==> src/rtl/lzrw1_copy_engine.sv <==
// lzrw1_copy_engine
//   Decompressor back end. Expands decoded LZRW1 tokens (literal or copy) into
//   a byte stream. It is the only reader and writer of the history buffer:
//   every emitted byte is written back at wr_ptr, and copy bytes are read from
//   wr_ptr - offset.
//
// Ports
//   clock, reset                 system clock, synchronous active-low reset
//   tok_valid/tok_ready          token handshake (ready only when idle)
//   tok_is_copy                  1 = copy token, 0 = literal token
//   tok_literal                  literal byte
//   tok_offset, tok_length       copy distance back and copy length
//   out_valid/out_ready/out_data output byte stream
//   hb_wr_en/hb_wr_addr/hb_data_in  history write port
//   hb_rd_addr/hb_data_out       history read port (combinational read)
//   err_offset                   sticky flag: illegal copy token seen
module lzrw1_copy_engine #(
  parameter int HISTORY_SIZE = 4096,
  parameter int ENTRY_WIDTH  = 8,
  parameter int LEN_WIDTH    = 5,
  localparam int ADDR_WIDTH  = $clog2(HISTORY_SIZE)
) (
  input  logic                   clock,
  input  logic                   reset,
  input  logic                   tok_valid,
  output logic                   tok_ready,
  input  logic                   tok_is_copy,
  input  logic [ENTRY_WIDTH-1:0] tok_literal,
  input  logic [ADDR_WIDTH-1:0]  tok_offset,
  input  logic [LEN_WIDTH-1:0]   tok_length,
  output logic                   out_valid,
  input  logic                   out_ready,
  output logic [ENTRY_WIDTH-1:0] out_data,
  output logic                   hb_wr_en,
  output logic [ADDR_WIDTH-1:0]  hb_wr_addr,
  output logic [ENTRY_WIDTH-1:0] hb_data_in,
  output logic [ADDR_WIDTH-1:0]  hb_rd_addr,
  input  logic [ENTRY_WIDTH-1:0] hb_data_out,
  output logic                   err_offset
);

  typedef enum logic [1:0] {IDLE, LIT, COPY} state_t;

  state_t                 state, state_nxt;
  logic [ADDR_WIDTH-1:0]  wr_ptr;
  logic [ADDR_WIDTH-1:0]  valid_cnt;
  logic [LEN_WIDTH-1:0]   remaining;
  logic [ENTRY_WIDTH-1:0] lit_reg;
  logic [ADDR_WIDTH-1:0]  off_reg;
  logic                   accept;
  logic                   tok_bad;
  logic                   hs;

  // Count of bytes ever written, capped once the whole history is valid.
  function automatic logic [ADDR_WIDTH-1:0] sat_inc(input logic [ADDR_WIDTH-1:0] v);
    return (v == '1) ? v : v + 1'b1;
  endfunction

  always_comb begin
    tok_ready  = (state == IDLE);
    accept     = tok_valid && tok_ready;
    // A copy may not reach further back than the bytes actually written.
    tok_bad    = tok_is_copy &&
                 ((tok_offset == '0) || (tok_length == '0) || (tok_offset > valid_cnt));
    out_valid  = reset && ((state == LIT) || (state == COPY));
    out_data   = (state == COPY) ? hb_data_out : lit_reg;
    // Power-of-two history: the natural wrap of the subtraction is the modulo.
    hb_rd_addr = wr_ptr - off_reg;
    hs         = out_valid && out_ready;
    hb_wr_en   = hs;
    hb_wr_addr = wr_ptr;
    hb_data_in = out_data;
  end

  always_comb begin
    state_nxt = state;
    case (state)
      IDLE: begin
        if (accept) begin
          if (!tok_is_copy)  state_nxt = LIT;
          else if (!tok_bad) state_nxt = COPY;
        end
      end
      LIT:  if (hs) state_nxt = IDLE;
      COPY: if (hs && (remaining == LEN_WIDTH'(1))) state_nxt = IDLE;
      default: state_nxt = IDLE;
    endcase
  end

  // Control registers
  always_ff @(posedge clock) begin
    if (!reset) begin
      state      <= IDLE;
      wr_ptr     <= '0;
      valid_cnt  <= '0;
      remaining  <= '0;
      err_offset <= 1'b0;
    end else begin
      state <= state_nxt;
      if (accept && tok_bad) err_offset <= 1'b1;
      if (accept && tok_is_copy && !tok_bad) remaining <= tok_length;
      else if (hs && (state == COPY))        remaining <= remaining - 1'b1;
      if (hs) begin
        wr_ptr    <= wr_ptr + 1'b1;
        valid_cnt <= sat_inc(valid_cnt);
      end
    end
  end

  // Token data registers
  always_ff @(posedge clock) begin
    if (accept) begin
      lit_reg <= tok_literal;
      off_reg <= tok_offset;
    end
  end

endmodule

==> config.mk <==
export PLATFORM = sky130hd
export DESIGN_NAME = lzrw1_copy_engine
export DESIGN_NICKNAME = d
export VERILOG_FILES = /design/src/rtl/lzrw1_copy_engine.sv
export SDC_FILE = /design/constraint.sdc
export NUM_CORES = 1
export LEC_CHECK = 0
export ABC_AREA = 1
export CORE_UTILIZATION = 50
export CTS_CLUSTER_DIAMETER = 80
export DETAILED_ROUTE_END_ITERATION = 10
export GPL_ROUTABILITY_DRIVEN = 0
export PLACE_DENSITY = 0.8
export SLEW_MARGIN = 30
export SYNTH_ARGS = -nofsm -noshare
export SYNTH_HDL_FRONTEND = slang
export SYNTH_SLANG_ARGS = --single-unit
==> constraint.sdc <==
create_clock -name clock -period 2.6 [get_ports clock]
set_input_delay 0.52 -clock clock [delete_from_list [all_inputs] [get_ports clock]]
set_output_delay 0.52 -clock clock [all_outputs]
set_load 0.02 [all_outputs]
## Word-level counts from Yosys, hierarchy flattened

Cells that the tools add are included.

- Div/mod/pow operators: 0
- $lt $le $gt $ge: 1
- Multiply operators: 0
- Eq/ne operators: 8
- Multiplexer cells: 9
- Bitwise gates (word level): 1
- Reductions and logical operators: 19
- Add/subtract/negate cells: 4
- Shifts and indexed selects: 0

Operator list:

| cell | count |
|---|---|
| 12-bit by 1-bit adder with 12-bit output (second input constant) | 2 |
| 12-bit == test (second input constant) | 1 |
| 12-bit greater-than comparator | 1 |
| 12-bit logical NOT | 1 |
| 12-bit subtractor | 1 |
| 2-bit 2-to-1 mux | 5 |
| 5-bit 2-to-1 mux | 2 |
| 1-bit logical AND | 9 |
| 8-bit 2-to-1 mux | 1 |
| 2-bit one-hot mux with 3 select lines | 1 |
| 5-bit by 1-bit == test with 1-bit output (second input constant) | 1 |
| 5-bit logical NOT | 1 |
| 5-bit by 1-bit subtractor with 5-bit output (second input constant) | 1 |
| 2-bit by 1-bit inequality test with 1-bit output (second input constant) | 2 |
| 4-bit AND reduction | 1 |
| 1-bit logical OR | 3 |
| 3-bit inequality test (second input constant) | 1 |
| 2-bit by 1-bit == test with 1-bit output (second input constant) | 1 |
| 2-bit == test (second input constant) | 1 |
| 2-bit logical NOT | 1 |
| 2-bit inequality test (second input constant) | 1 |
| 2-bit AND reduction | 1 |
| 2-bit nonzero test | 1 |
| 1-bit logical NOT | 1 |
| 1-bit inverter | 1 |

- Bits in latches: 0
- Memories kept: 0
- Flip-flop bits (word level): 52
- Memory bits (writable): 0
- Word-level logic and storage cells: 49
- ROM bits: 0
- Output and inout bits: 44
- Input port bits: 38

## Depth between registers and ports, before layout

Gate-level depths: netlist of the first run.

- Depth after elaboration: 8
- Depth in mapped cells: 16

## Worst setup path before layout of the first run

No wires, ideal clock.

- Path type: reg-to-output
- From: reg wr_ptr[0] (netlist: hb_wr_addr[0])
- To: out hb_rd_addr[8]
- Stages on the path, launching flop included: 9
- Slack: 0.134 ns
- Path buffers: 0
- Arrival time: 1.946 ns
- Data required time: 2.080 ns
- Path through: dfxtp_1 > inv_1 > ha_1 > fa_1 > nor3_1 > nor4_1 > nor2_1 > nor2_1 > xor2_1

- Longest elaborated chain between the ends: 1

Ends and longest elaborated chain:

| element | RTL line | source |
|---|---|---|
| from (decl) | 45 | `logic [ADDR_WIDTH-1:0] wr_ptr;` |
| from (signal assigned) | 104 | `wr_ptr <= wr_ptr + 1'b1;` |
| 12-bit subtractor | 68 | `hb_rd_addr = wr_ptr - off_reg;` |
| to (decl) | 37 | `output logic [ADDR_WIDTH-1:0] hb_rd_addr,` |

No other way between the ends.

## Final worst setup path of the first run

Same ends and word-level chain as after synthesis.

==> impl_metrics.ini, run 1 <==
[yosys]
synth-edff-count = 20
post_synthesis_xor_xnor_area_fraction = 0.0616
synth_top_cell_by_area = sky130_fd_sc_hd__dfxtp_1
seq_area_frac_synth = 0.364
synth_area_um2 = 3410
synth.avg_cell_area_um2 = 7.49
syn_inst = 456
synth_fa_ha_area_frac = 0.116
netlist-cell-type-count = 35
synth-compound-area-share = 0.0825
nets_in_the_synthesized_netlist = 525
ys_async_sr_fraction = 0
ys_top_cells_by_area = sky130_fd_sc_hd__dfxtp_1, sky130_fd_sc_hd__edfxtp_1, sky130_fd_sc_hd__nand2_1, sky130_fd_sc_hd__ha_1, sky130_fd_sc_hd__inv_1
synth_seq_cells = 52
synthMuxAreaShare = 0.00293
synthTopCellsByCount = sky130_fd_sc_hd__nand2_1, sky130_fd_sc_hd__inv_1, sky130_fd_sc_hd__nor2_1, sky130_fd_sc_hd__dfxtp_1, sky130_fd_sc_hd__ha_1
largest_family_of_logic_cells_by_synthesized_area = simple AND/OR/NAND/NOR gates
ys_dominant_reg_cell = sky130_fd_sc_hd__dfxtp_1
post-synth-top-count-cell = sky130_fd_sc_hd__nand2_1
synthDominantCellAreaShare = 0.188
synth.yosys.warnings = 0
synthesized_area_fraction_occupied_by_and_or_nand_nor_cells = 0.262

[worst_setup_path]
critical_path.n_buffers_inverters = 2
cp_cell_sequence = inv_1, ha_2, fa_2, nor3_4, nor4_2, nor2_1, nor2_1, xor2_1, buf_4
critical_path.endpoint_type = output pin
worst_ep_required_time_ps = 2080
cp.depth = 9
logic_depth_of_the_worst_register_to_register_path = 14
element_type_at_the_critical_path_start = flip-flop
crit_arrival_ps = 2020
cp_max_fo = 4
critical-path-top-cell-by-count = sky130_fd_sc_hd__nor2_1
rr_endpoint = hb_wr_addr[10]
critPathTopFamily = simple AND/OR/NAND/NOR gates
r2r_setup_slack_ps = 530
rr_startpoint = state[0]
slowest_stage = sky130_fd_sc_hd__dfxtp_2
critical-path-max-stage-delay_ps = 330
category_of_the_most_critical_setup_path = flip-flop to output pin

[place]
dpl.cell_count = 627
place_hpwl_um = 6390
port_buffers = 81
dpl-instance-area_um2 = 4430
post_place_setup_slack_ps = -176

[power_and_ir_drop]
p_int_mw = 1.92
switching_share = 0.375
clock_power_share = 0.182
net-switching-power_mw = 1.15
p_leak_nw = 2.09
max-vdd-ir-drop_uv = 339
sequentialPowerShare = 0.338
pwr_density_cell_nw_per_um2 = 668
combPwrFrac = 0.480

[worst_hold_path]
timing.hold.worst.class = flip-flop to flip-flop
holdPathEnd = valid_cnt[9]
hold_path_depth = 2
hold_start = valid_cnt[9]

[global_route]
via_count_of_the_first_global_routing_pass = 2916
grt.overflow.total = 0
antenna_found_initial = 0
grt_start_max_net_pins = 23
groute.usage.overall = 0.226
global_route_wire_length_before_repair_um = 13000

[timing]
finalCriticalPeriod_ps = 2540
grt_setup_unrepaired = yes
final.hold.worst_slack_ps = 500
setup_viol = 0
fin_setup_tns_ps = 0
slew_at_the_pin_with_the_worst_max_slew_slack_ps = 543
final_min_period_over_clock_period = 0.975
worst_clock_skew_ps = 7.39
clock.fmax_mhz = 394
slew_headroom = 0.638
timing.final.hold_violations = 0
layout_setup_ws_ps = 64.7
timing.final.max_slew_violations = 0

[cells_and_area]
nets = 627
final_design_area_no_fill_um2 = 4600
post_route_cells_drive_above_1_share = 0.143
num_antenna_cells = 0
flow.area_growth_from_synthesis_pct = 34.9
layout_cells_excl_fill = 636

[floorplan]
dieArea_um2 = 7160
floorplan.core_area_um2 = 6460
num_io_pins = 82
die_height_um = 84.6
rows = 29
die_x_um = 84.6
start_util = 0.528

[clocking]
tritoncts = yes
clockRootBuffer = sky130_fd_sc_hd__clkbuf_8
clk_pin_slew_worst_paths_ps = 90
max_root_sink_buffers = 2
ctsHtreeMaxLevel = 2
clock_latency_late_sink_ps = 310
numCtsBuffers = 5
numClockSinks = 52

[routing]
wirelength_um = 8100
via_count = 3216
drc_violations_left = 4
route.detailed.vias_per_inst = 5.06
wl_per_cell_um = 12.7
detail_route.iter0.violations = 158
postRouteAntennaNets = 0
drtPass1Iterations = 10

[status]
violations_in_the_final_reports = design-rule violations
run_status = complete, but fails checks

[flow_run]
max-cap-violations = 0
==> final cells by class <==
cell class | count | area (um2)
clock buffer | 5 | 68.8
fill | 498 | 1850
multi-input combinational | 313 | 1880
tap | 77 | 96.3
timing repair buffer | 108 | 981
clock inverter | 3 | 42.5
inverter | 78 | 293
sequential | 52 | 1240
==> power groups by stage <==
stage          Clock (mW)  Sequential [mW]  Combinational, mW
2_1_floorplan           0             1.06              0.863
3_3_place_gp            0             1.05               1.43
3_5_place_dp            0             1.06               1.47
4_1_cts             0.568             1.04               1.44
5_1_grt             0.598             1.05               1.61
6_report            0.559             1.04               1.48
==> per-stage QoR <==
stage	util	total power, mW
floorplan	-	1.92
global placement	0.686	2.48
detailed placement	0.686	2.53
CTS	0.703	3.04
global route	0.713	3.26
finish	0.713	3.08
==> tightest hold or removal path: cells and delay by family, from the launching register on <==
family,cells,cell delay (ps)
DFF,1,330
and+or+nand+nor,1,80
AOI/OAI and AO/OA,1,50
==> placed cells by master, fill, tap and decap left out, types with 19 or more instances in the layout <==
| cell type | n |
|---|---|
| sky130_fd_sc_hd__nand2_1 | 117 |
| sky130_fd_sc_hd__inv_1 | 74 |
| sky130_fd_sc_hd__clkdlybuf4s50_1 | 71 |
| sky130_fd_sc_hd__nor2_1 | 48 |
| sky130_fd_sc_hd__dfxtp_1 | 31 |
| sky130_fd_sc_hd__buf_4 | 31 |
| sky130_fd_sc_hd__ha_1 | 26 |
| sky130_fd_sc_hd__edfxtp_1 | 20 |
| sky130_fd_sc_hd__xor2_1 | 19 |
==> repair_timing <==
item	CTS	global route
hold buffers	0	0
setup buffers	0	1
pin swaps	1	9
setup endpoints to repair	10	7
endpoints found under the hold margin	0	0
resized for setup	36	23
==> routing by layer <==
metal  part of all wire  track usage
met5                  0            0
met4             0.0096       0.0755
met3              0.049       0.0305
met1               0.42        0.285
met2               0.52        0.399
==> how the worst max path moves through the flow <==
stage,from,end,slack (ps)
floorplan,hb_wr_addr[0],hb_rd_addr[8],130
global placement,hb_wr_addr[0],hb_rd_addr[8],-70
detailed placement,off_reg[3],hb_rd_addr[8],-180
CTS,off_reg[3],hb_rd_addr[11],5
global route,hb_wr_addr[0],hb_rd_addr[8],-150
finish,hb_wr_addr[0],hb_rd_addr[8],60
==> cell families after synthesis <==
logic type               Yosys count
AND/OR/NAND/NOR                  209
buffers and inverters             91
flip-flops                        52
AO/OA/AOI/OAI                     48
adder cells (fa/ha/maj)           31
XOR/XNOR                          24
multiplexers                       1
(Power assumes the default switching activity.)
==> inputs of run 2 (changes only) <==
--- a/config.mk
+++ b/config.mk
@@ -6,11 +6,12 @@
 export NUM_CORES = 1
 export LEC_CHECK = 0
 export ABC_AREA = 1
+export CAP_MARGIN = 40
 export CORE_UTILIZATION = 50
 export CTS_CLUSTER_DIAMETER = 80
 export DETAILED_ROUTE_END_ITERATION = 10
 export GPL_ROUTABILITY_DRIVEN = 0
-export PLACE_DENSITY = 0.8
+export PLACE_DENSITY = 0.88
 export SLEW_MARGIN = 30
 export SYNTH_ARGS = -nofsm -noshare
 export SYNTH_HDL_FRONTEND = slang
==> run 2 against run 1 <==
Net effect: the flow now finishes without violations; hold slack lost 4.7 ps; first-iteration DRC count shrank 7.6%; register-to-register slack gained 40 ps; cell count grew 0.31%; global-route usage grew 1.4 points; die area is the same; via count grew 3.5%; critical path depth is the same; sequential share of layout area shrank 0.16 points; critical endpoint unchanged; largest cell class unchanged; highest routed layer unchanged.
==> impl_metrics.ini, run 2 (synthesis gave the netlist of run 1 again) <==
[cells_and_area]
nets = 629
flow.area_growth_from_synthesis_pct = 35.6
most_frequent_cells_in_the_layout = sky130_fd_sc_hd__nand2_1, sky130_fd_sc_hd__inv_1, sky130_fd_sc_hd__clkdlybuf4s50_1, sky130_fd_sc_hd__nor2_1
layout.cells.most_common = sky130_fd_sc_hd__nand2_1
finalCoreUtilization = 0.716
filler_cell_count = 466
num_antenna_cells = 0
post_route_cells_drive_above_1_share = 0.141

[power_and_ir_drop]
total_power_mw = 3.05
max-vdd-ir-drop_uv = 316
pwr_density_cell_nw_per_um2 = 659
p_leak_nw = 2.11

[timing]
setup_viol = 0
timing.final.max_slew_violations = 0
slew_headroom = 0.662
worst_clock_skew_ps = 8.97
timing.final.hold_violations = 0
finalCriticalPeriod_ps = 2580
grt_setup_unrepaired = yes
clock.fmax_mhz = 387
final_min_period_over_clock_period = 0.993
slew_at_the_pin_with_the_worst_max_slew_slack_ps = 506

[clocking]
ctsHtreeMaxLevel = 2
numClockSinks = 52
max_root_sink_buffers = 2
tritoncts = yes
clock_latency_late_sink_ps = 310
clockRootBuffer = sky130_fd_sc_hd__clkbuf_8
numCtsBuffers = 5
clk_pin_slew_worst_paths_ps = 90

[routing]
wirelength_um = 9040
postRouteAntennaNets = 0
via_count = 3328
drtPass1Iterations = 6
detail_route.iter0.violations = 146
route.detailed.vias_per_inst = 5.22
drc_violations_left = 0
wl_per_cell_um = 14.2

[worst_setup_path]
logic_depth_of_the_worst_register_to_register_path = 14
category_of_the_most_critical_setup_path = flip-flop to output pin
critical_path.n_buffers_inverters = 2
critPathTopFamily = adder cells
crit_arrival_ps = 2060
worst_ep_required_time_ps = 2080
critical-path-top-cell-by-count = sky130_fd_sc_hd__nor2_1
cp_max_fo = 3
slowest_stage = sky130_fd_sc_hd__fa_2
cp.depth = 9
cp_cell_sequence = inv_1, ha_1, fa_2, nor3_4, nor4_4, nor2_1, nor2_1, xor2_1, buf_4
element_type_at_the_critical_path_start = flip-flop
critical_path.endpoint_type = output pin
r2r_setup_slack_ps = 570
timing.critical_path.from = hb_wr_addr[0]
critPathCapture = hb_rd_addr[8]
rr_startpoint = state[1]
critical-path-max-stage-delay_ps = 390
rr_endpoint = hb_wr_addr[10]

[floorplan]
die_height_um = 84.6
floorplan.core_area_um2 = 6460
dieArea_um2 = 7160
start_util = 0.528
die_x_um = 84.6
rows = 29
num_io_pins = 82

[worst_hold_path]
timing.hold.worst.class = flip-flop to flip-flop

[global_route]
groute.usage.overall = 0.240
antenna_found_initial = 0
via_count_of_the_first_global_routing_pass = 3192
grt_start_max_net_pins = 23
grt.overflow.total = 0
global_route_wire_length_before_repair_um = 13900

[place]
port_buffers = 81
place_hpwl_um = 6800

[flow_run]
max-cap-violations = 0

[status]
run_status = completed
==> run 2: changes by cell type in the layout (fill, tap and decap cells not counted), sizes merged <==
cell / before / now
clkinv: 3 / 1
clkbuf: 7 / 8
dlygate4sd2: 2 / 3
bufinv: 1 / 0
clkinvlp: 0 / 1
buf: 33 / 35
==> run 2: area by class of cell <==
cell class | count | area [um2] | area share
Tap cell | 77 | 96.3 | 0.0208
Clock buffer | 7 | 86.3 | 0.0187
Clock inverter | 1 | 7.51 | 0.00162
Inverter | 78 | 293 | 0.0633
Multi-Input combinational cell | 313 | 1890 | 0.409
Sequential cell | 52 | 1240 | 0.268
Timing Repair Buffer | 110 | 1010 | 0.219
==> run 2: worst min-delay path by stage <==
stage                         endpoint  cells after the start  slack [ps]    startpoint
after floorplan           valid_cnt[4]                      2         470  valid_cnt[4]
after global placement      err_offset                      2         450    err_offset
after detailed placement  valid_cnt[7]                      2         480  valid_cnt[7]
after CTS                 valid_cnt[7]                      2         500  valid_cnt[7]
after global routing      valid_cnt[9]                      2         510  valid_cnt[9]
final                     valid_cnt[7]                      2         500  valid_cnt[7]
==> run 2: layer usage <==
layer | up-vias | share of wire | global-route usage
li1 | 1639 | - | -
met1 | 1561 | 0.40 | 0.260
met2 | 102 | 0.54 | 0.460
met3 | 26 | 0.034 | 0.0354
met4 | 0 | 0.027 | 0.103
met5 | - | 0 | 0
==> run 2: metrics by stage <==
step | hold WS (ps) | cells | setup TNS, ps | area, um2 | setup WS, ps
floorplan | 468 | 456 | 0 | 3410 | 134
global placement | 452 | 627 | -187 | 4440 | -86.4
detailed placement | 481 | 627 | -592 | 4440 | -189
CTS | 498 | 635 | 0 | 4520 | 0.957
global route | 514 | 638 | -291 | 4630 | -67.1
finish | 495 | 638 | 0 | 4630 | 18.7
==> run 2: what timing repair did <==
action                     CTS  global route
setup endpoints to repair   10             7
setup buffers                0             3
resized for setup           36            19
pin swaps                    1            10
hold buffers                 0             0
==> run 2: worst min-delay path: cells and delay by family, from the launching register on <==
kind / cells / cell delay (ps)
and+or+nand+nor: 1 / 80
AOI/OAI and AO/OA: 1 / 50
DFF: 1 / 330
==> run 2: power breakdown <==
part / internal (mW) / switching, mW / total, mW
sequential: 0.983 / 0.0563 / 1.04
combinational: 0.666 / 0.857 / 1.52
clock: 0.217 / 0.269 / 0.486
total: 1.87 / 1.18 / 3.05
==> variant 1 (config.mk and constraints of run 1) <==
The parameter `ENTRY_WIDTH` goes from 8 to 6.
--- a/src/rtl/lzrw1_copy_engine.sv
+++ b/src/rtl/lzrw1_copy_engine.sv
@@ -17,5 +17,5 @@
 module lzrw1_copy_engine #(
   parameter int HISTORY_SIZE = 4096,
-  parameter int ENTRY_WIDTH  = 8,
+  parameter int ENTRY_WIDTH  = 6,
   parameter int LEN_WIDTH    = 5,
   localparam int ADDR_WIDTH  = $clog2(HISTORY_SIZE)
Interface: changed (resized hb_data_in, hb_data_out, out_data and tok_literal); port bits go from 82 to 74. No check against the original RTL was run, so the function may have changed too.
==> variant 1 against run 1 <==
  * The run ends with setup timing left
  * Design area is 4.3% lower
  * Maximum frequency shrank 5.9%
  * Area after synthesis shrank 5.5%
  * Wire length up 1.7%
  * Sequential share of layout area is 0.15 points lower
  * Total power is 2.0% higher
  * Non-clock buffer count is 7 lower
  * Via count shrank 2.8%
  * Sequential cell count down 2
  * Hold slack worse by 31 ps
  * Final cell count down 4.2%
  * Setup slack got worse by 160 ps
  * Global-route usage up 2.6 points
  * Clock power up 14%
  * Critical endpoint is now hb_rd_addr[10]
  * Largest cell class unchanged
==> variant 1: results (changes against run 1) <==
<table>
<tr><th>Metric</th><th>Value</th></tr>
<tr><th colspan="2">Worst setup path</th></tr>
<tr><td>Arrival time at the worst endpoint</td><td>2170 ps (+150 ps)</td></tr>
<tr><td>Max FO, Critical Path</td><td>2 (-2)</td></tr>
<tr><th colspan="2">Synthesis</th></tr>
<tr><td>Synth Area in Compound Gates</td><td>10.2% (+1.9 points)</td></tr>
<tr><td>Cells taking the most area after synthesis</td><td>sky130_fd_sc_hd__dfxtp_1, sky130_fd_sc_hd__edfxtp_1, sky130_fd_sc_hd__nand2_1</td></tr>
<tr><td>Number of nets produced by synthesis</td><td>501 (-4.6%)</td></tr>
<tr><td>Most used standard cells in the synthesized netlist</td><td>sky130_fd_sc_hd__nand2_1, sky130_fd_sc_hd__inv_1, sky130_fd_sc_hd__nor2_1</td></tr>
<tr><td>EDFF count, synth</td><td>18 (-10%)</td></tr>
<tr><th colspan="2">Timing</th></tr>
<tr><td>Final setup viols</td><td>2 (+2)</td></tr>
<tr><td>Worst setup margin</td><td>-93.7 ps (-158 ps)</td></tr>
<tr><th colspan="2">Global route</th></tr>
<tr><td>Vias in the first global route</td><td>2919 (+0.10%)</td></tr>
<tr><td>Global-route wire length before repair</td><td>12800 µm (-1.5%)</td></tr>
<tr><td>Maximum number of pins on one net before global-route repair</td><td>19 (-17%)</td></tr>
<tr><td>Total Routing Usage GR</td><td>25.2% (+2.6 points)</td></tr>
<tr><th colspan="2">Route</th></tr>
<tr><td>Router iterations before antenna repair</td><td>5 (-5)</td></tr>
<tr><td>DRT iter0 DRCs</td><td>153 (-3.2%)</td></tr>
<tr><td>Wire per inst</td><td>13.5 µm (+6.2%)</td></tr>
<tr><td>Aggregate routed wire length</td><td>8240 µm (+1.7%)</td></tr>
<tr><th colspan="2">Placed design</th></tr>
<tr><td>Total half-perimeter wirelength after legalization and detailed placement</td><td>6300 µm (-1.5%)</td></tr>
<tr><td>Count of input and output buffers</td><td>73 (-9.9%)</td></tr>
<tr><td>Placed Instances</td><td>600 (-4.3%)</td></tr>
<tr><th colspan="2">Pwr</th></tr>
<tr><td>Worst vdd rail ir drop</td><td>0.000594 V (+75%)</td></tr>
<tr><td>Pleak</td><td>1.91 nW (-8.5%)</td></tr>
<tr><th colspan="2">Run status</th></tr>
<tr><td>Status</td><td>finished, violations left</td></tr>
<tr><td>Failing checks</td><td>setup timing</td></tr>
<tr><th colspan="2">Finish</th></tr>
<tr><td>Filler cell count in the final layout</td><td>479 (-3.8%)</td></tr>
</table>
## variant 1: cell count changes after synthesis, moves of 2 or more
cell,delta
sky130_fd_sc_hd__nor2_1,-10
sky130_fd_sc_hd__o21ai_0,+5
sky130_fd_sc_hd__nor3b_1,+3
sky130_fd_sc_hd__xor2_1,-4
sky130_fd_sc_hd__a21oi_1,+15
sky130_fd_sc_hd__inv_1,-6
sky130_fd_sc_hd__nor2_2,-2
sky130_fd_sc_hd__a21oi_2,-8
sky130_fd_sc_hd__o21a_1,+2
sky130_fd_sc_hd__edfxtp_1,-2
sky130_fd_sc_hd__nand2_1,-9
sky130_fd_sc_hd__nor3_1,+4
sky130_fd_sc_hd__nand4_2,-2
## variant 1: final cells by class
class	instances	area (µm²)	area share [%]
flip-flops and latches	50	1180	26.8
multi-input cells	302	1800	40.7
clock inverters	3	63.8	1.45
well taps	75	93.8	2.13
inverters	73	278	6.30
repair buffers	101	925	21.0
clock buffers	5	68.8	1.56
## variant 1: worst paths after layout
kind	start	end	slack, ps	depth (start not counted)
setup / recovery	off_reg[0]$_DFFE_PP_	hb_rd_addr[10]	-90	8
hold / removal	valid_cnt[11]$_SDFFE_PN0P_	valid_cnt[11]$_SDFFE_PN0P_	470	2
setup reg to reg	valid_cnt[0]$_SDFFE_PN0P_	valid_cnt[3]$_SDFFE_PN0P_	530	11
hold reg to reg	valid_cnt[11]$_SDFFE_PN0P_	valid_cnt[11]$_SDFFE_PN0P_	470	2
## variant 1: power by group
group | switching (mW) | internal, mW | total (mW)
Sequential | 0.0523 | 0.937 | 0.990
Clock | 0.255 | 0.381 | 0.636
Combinational | 0.851 | 0.660 | 1.51
Total | 1.16 | 1.98 | 3.14
## variant 1: per-layer routing
| metal | track usage, % | vias to the layer above | share of wire [%] |
|---|---|---|---|
| met4 | 8.95 | 0 | 1.5 |
| li1 | - | 1578 | - |
| met1 | 29.6 | 1450 | 41 |
| met5 | 0 | - | 0 |
| met2 | 45.9 | 86 | 53 |
| met3 | 4.18 | 13 | 4.6 |
## variant 1: metrics by stage
step	hold slack [ps]	area [µm²]	setup TNS, ps	setup WS (ps)
final	469	4410	-126	-93.7
after global routing	513	4410	-511	-162
after CTS	471	4320	-94.9	-94.9
after detailed placement	458	4190	-766	-338
after global placement	453	4190	-501	-283
after floorplan	444	3230	0	50.9
## variant 1: critical path, stage by stage (launching register included)
cell	delay (ps)
sky130_fd_sc_hd__edfxtp_1	440
sky130_fd_sc_hd__ha_4	190
sky130_fd_sc_hd__fa_2	350
sky130_fd_sc_hd__buf_4	140
sky130_fd_sc_hd__buf_6	110
sky130_fd_sc_hd__nand3b_1	170
sky130_fd_sc_hd__nand4_1	150
sky130_fd_sc_hd__xor2_1	160
sky130_fd_sc_hd__buf_4	160
==> variant 2 (settings of run 1) <==
Without the edit above. Reset style: asynchronous (`reset`), changed in one clocked block. Comments in the files are not updated.
--- a/src/rtl/lzrw1_copy_engine.sv
+++ b/src/rtl/lzrw1_copy_engine.sv
@@ -89,5 +89,5 @@
 
   // Control registers
-  always_ff @(posedge clock) begin
+  always_ff @(posedge clock or negedge reset) begin
     if (!reset) begin
       state      <= IDLE;
Formal check against the unedited RTL: differs if reset is asserted again (counterexample within 4 cycles, from zero or initial values and one cycle with reset low); with reset held inactive, the same outputs for 10 cycles.
==> variant 2 against run 1 <==
  * The run still ends with DRC left
  * Sequential cell count is the same
  * Design area shrank 1.2%
  * Critical path type unchanged
  * Area after synthesis shrank 0.22%
  * Core utilization shrank 0.85 points
  * Register-to-register slack gained 70 ps
  * Total power grew 31%
  * Clock skew grew 7.0 ps
  * Non-clock buffer count grew 1
  * Wire length shrank 0.79%
  * Setup slack lost 21 ps
  * Hold slack lost 22 ps
  * Largest power group unchanged
==> variant 2: results (changes against run 1) <==
<table>
<tr><th>Metric</th><th>Value</th></tr>
<tr><th colspan="2">Finish</th></tr>
<tr><td>Non-clock buffer share of cell area</td><td>21.6% (+0.26 points)</td></tr>
<tr><td>Non-filler cells in the finished layout</td><td>580 (-8.8%)</td></tr>
<tr><td>Count of multi-input combinational gates</td><td>276 (-12%)</td></tr>
<tr><td>Number of signal-net inverters in the final layout</td><td>58 (-26%)</td></tr>
<tr><th colspan="2">Pwr</th></tr>
<tr><td>Power density of the placed cells</td><td>886 mW/mm² (+33%)</td></tr>
<tr><td>Seq power</td><td>1.20 mW (+15%)</td></tr>
<tr><td>Worst vdd rail ir drop</td><td>0.000477 V (+41%)</td></tr>
<tr><td>Pleak</td><td>2.22 nW (+6.6%)</td></tr>
<tr><th colspan="2">Placed design</th></tr>
<tr><td>Placed Instances</td><td>571 (-8.9%)</td></tr>
<tr><td>Cell area reported after detailed placement</td><td>0.00445 mm² (+0.48%)</td></tr>
<tr><td>Total half-perimeter wirelength after legalization and detailed placement</td><td>6300 µm (-1.5%)</td></tr>
<tr><td>Post-Place Setup Slack</td><td>-108 ps (+67.9 ps)</td></tr>
<tr><th colspan="2">Route</th></tr>
<tr><td>Total met2 wirelength after detailed routing</td><td>4230 µm (+0.81%)</td></tr>
<tr><td>Routed length on met3</td><td>302 µm (-24%)</td></tr>
<tr><td>Final routed DRC violation total</td><td>6 (+2)</td></tr>
<tr><th colspan="2">Worst setup path</th></tr>
<tr><td>Source of the critical timing path</td><td>hb_wr_addr[2]$_DFFE_PN0P_</td></tr>
<tr><td>CP max stage delay</td><td>390 ps (+60 ps)</td></tr>
<tr><td>Cell at the slowest stage of the critical path</td><td>sky130_fd_sc_hd__dfrtp_1</td></tr>
<tr><th colspan="2">Global route</th></tr>
<tr><td>Vias in the first global route</td><td>2833 (-2.8%)</td></tr>
<tr><td>Global routing usage on met3</td><td>2.75% (-0.29 points)</td></tr>
<tr><td>Global-route wire length before repair</td><td>12700 µm (-1.9%)</td></tr>
<tr><td>Global-route met1 utilization</td><td>28.2% (-0.29 points)</td></tr>
<tr><th colspan="2">Synthesis</th></tr>
<tr><td>Synth Area in Compound Gates</td><td>4.59% (-3.7 points)</td></tr>
<tr><td>Most used standard cells in the synthesized netlist</td><td>sky130_fd_sc_hd__nand2_1, sky130_fd_sc_hd__inv_1, sky130_fd_sc_hd__nor2_1</td></tr>
<tr><td>Cell count after synthesis</td><td>395 (-13%)</td></tr>
<tr><th colspan="2">Timing</th></tr>
<tr><td>Worst-Margin Slew</td><td>440 ps (-103 ps)</td></tr>
<tr><th colspan="2">Run status</th></tr>
<tr><td>Failing checks</td><td>DRC</td></tr>
<tr><td>Status</td><td>finished, violations left</td></tr>
</table>
variant 2: cell count changes after synthesis, sizes merged, moves of 5 or more:
| cell | change |
|---|---|
| a21oi | -16 |
| nand3 | +8 |
| dfrtp | +32 |
| xor2 | +7 |
| nand2 | -19 |
| dfxtp | -32 |
| xnor2 | +5 |
| inv | -20 |
| o21ai | -10 |
| nor2 | -16 |
variant 2: path summary, 6_finish.rpt:
check                      slack [ps]  cells after the start                         end
setup / recovery                   40                      9              hb_rd_addr[11]
hold / removal                    480                      2   valid_cnt[11]$_DFFE_PN0P_
setup reg to reg                  600                     11  hb_wr_addr[10]$_DFFE_PN0P_
hold reg to reg                   480                      2   valid_cnt[11]$_DFFE_PN0P_
max in group asynchronous        1550                      2    valid_cnt[5]$_DFFE_PN0P_
min in group asynchronous         740                      2    valid_cnt[6]$_DFFE_PN0P_
variant 2: cell families after synthesis:
family | Yosys count
and+or+nand+nor | 183
AOI/OAI and AO/OA | 26
DFF | 52
buffers and inverters | 67
adders and majority gates | 31
xor gates and xnor gates | 36
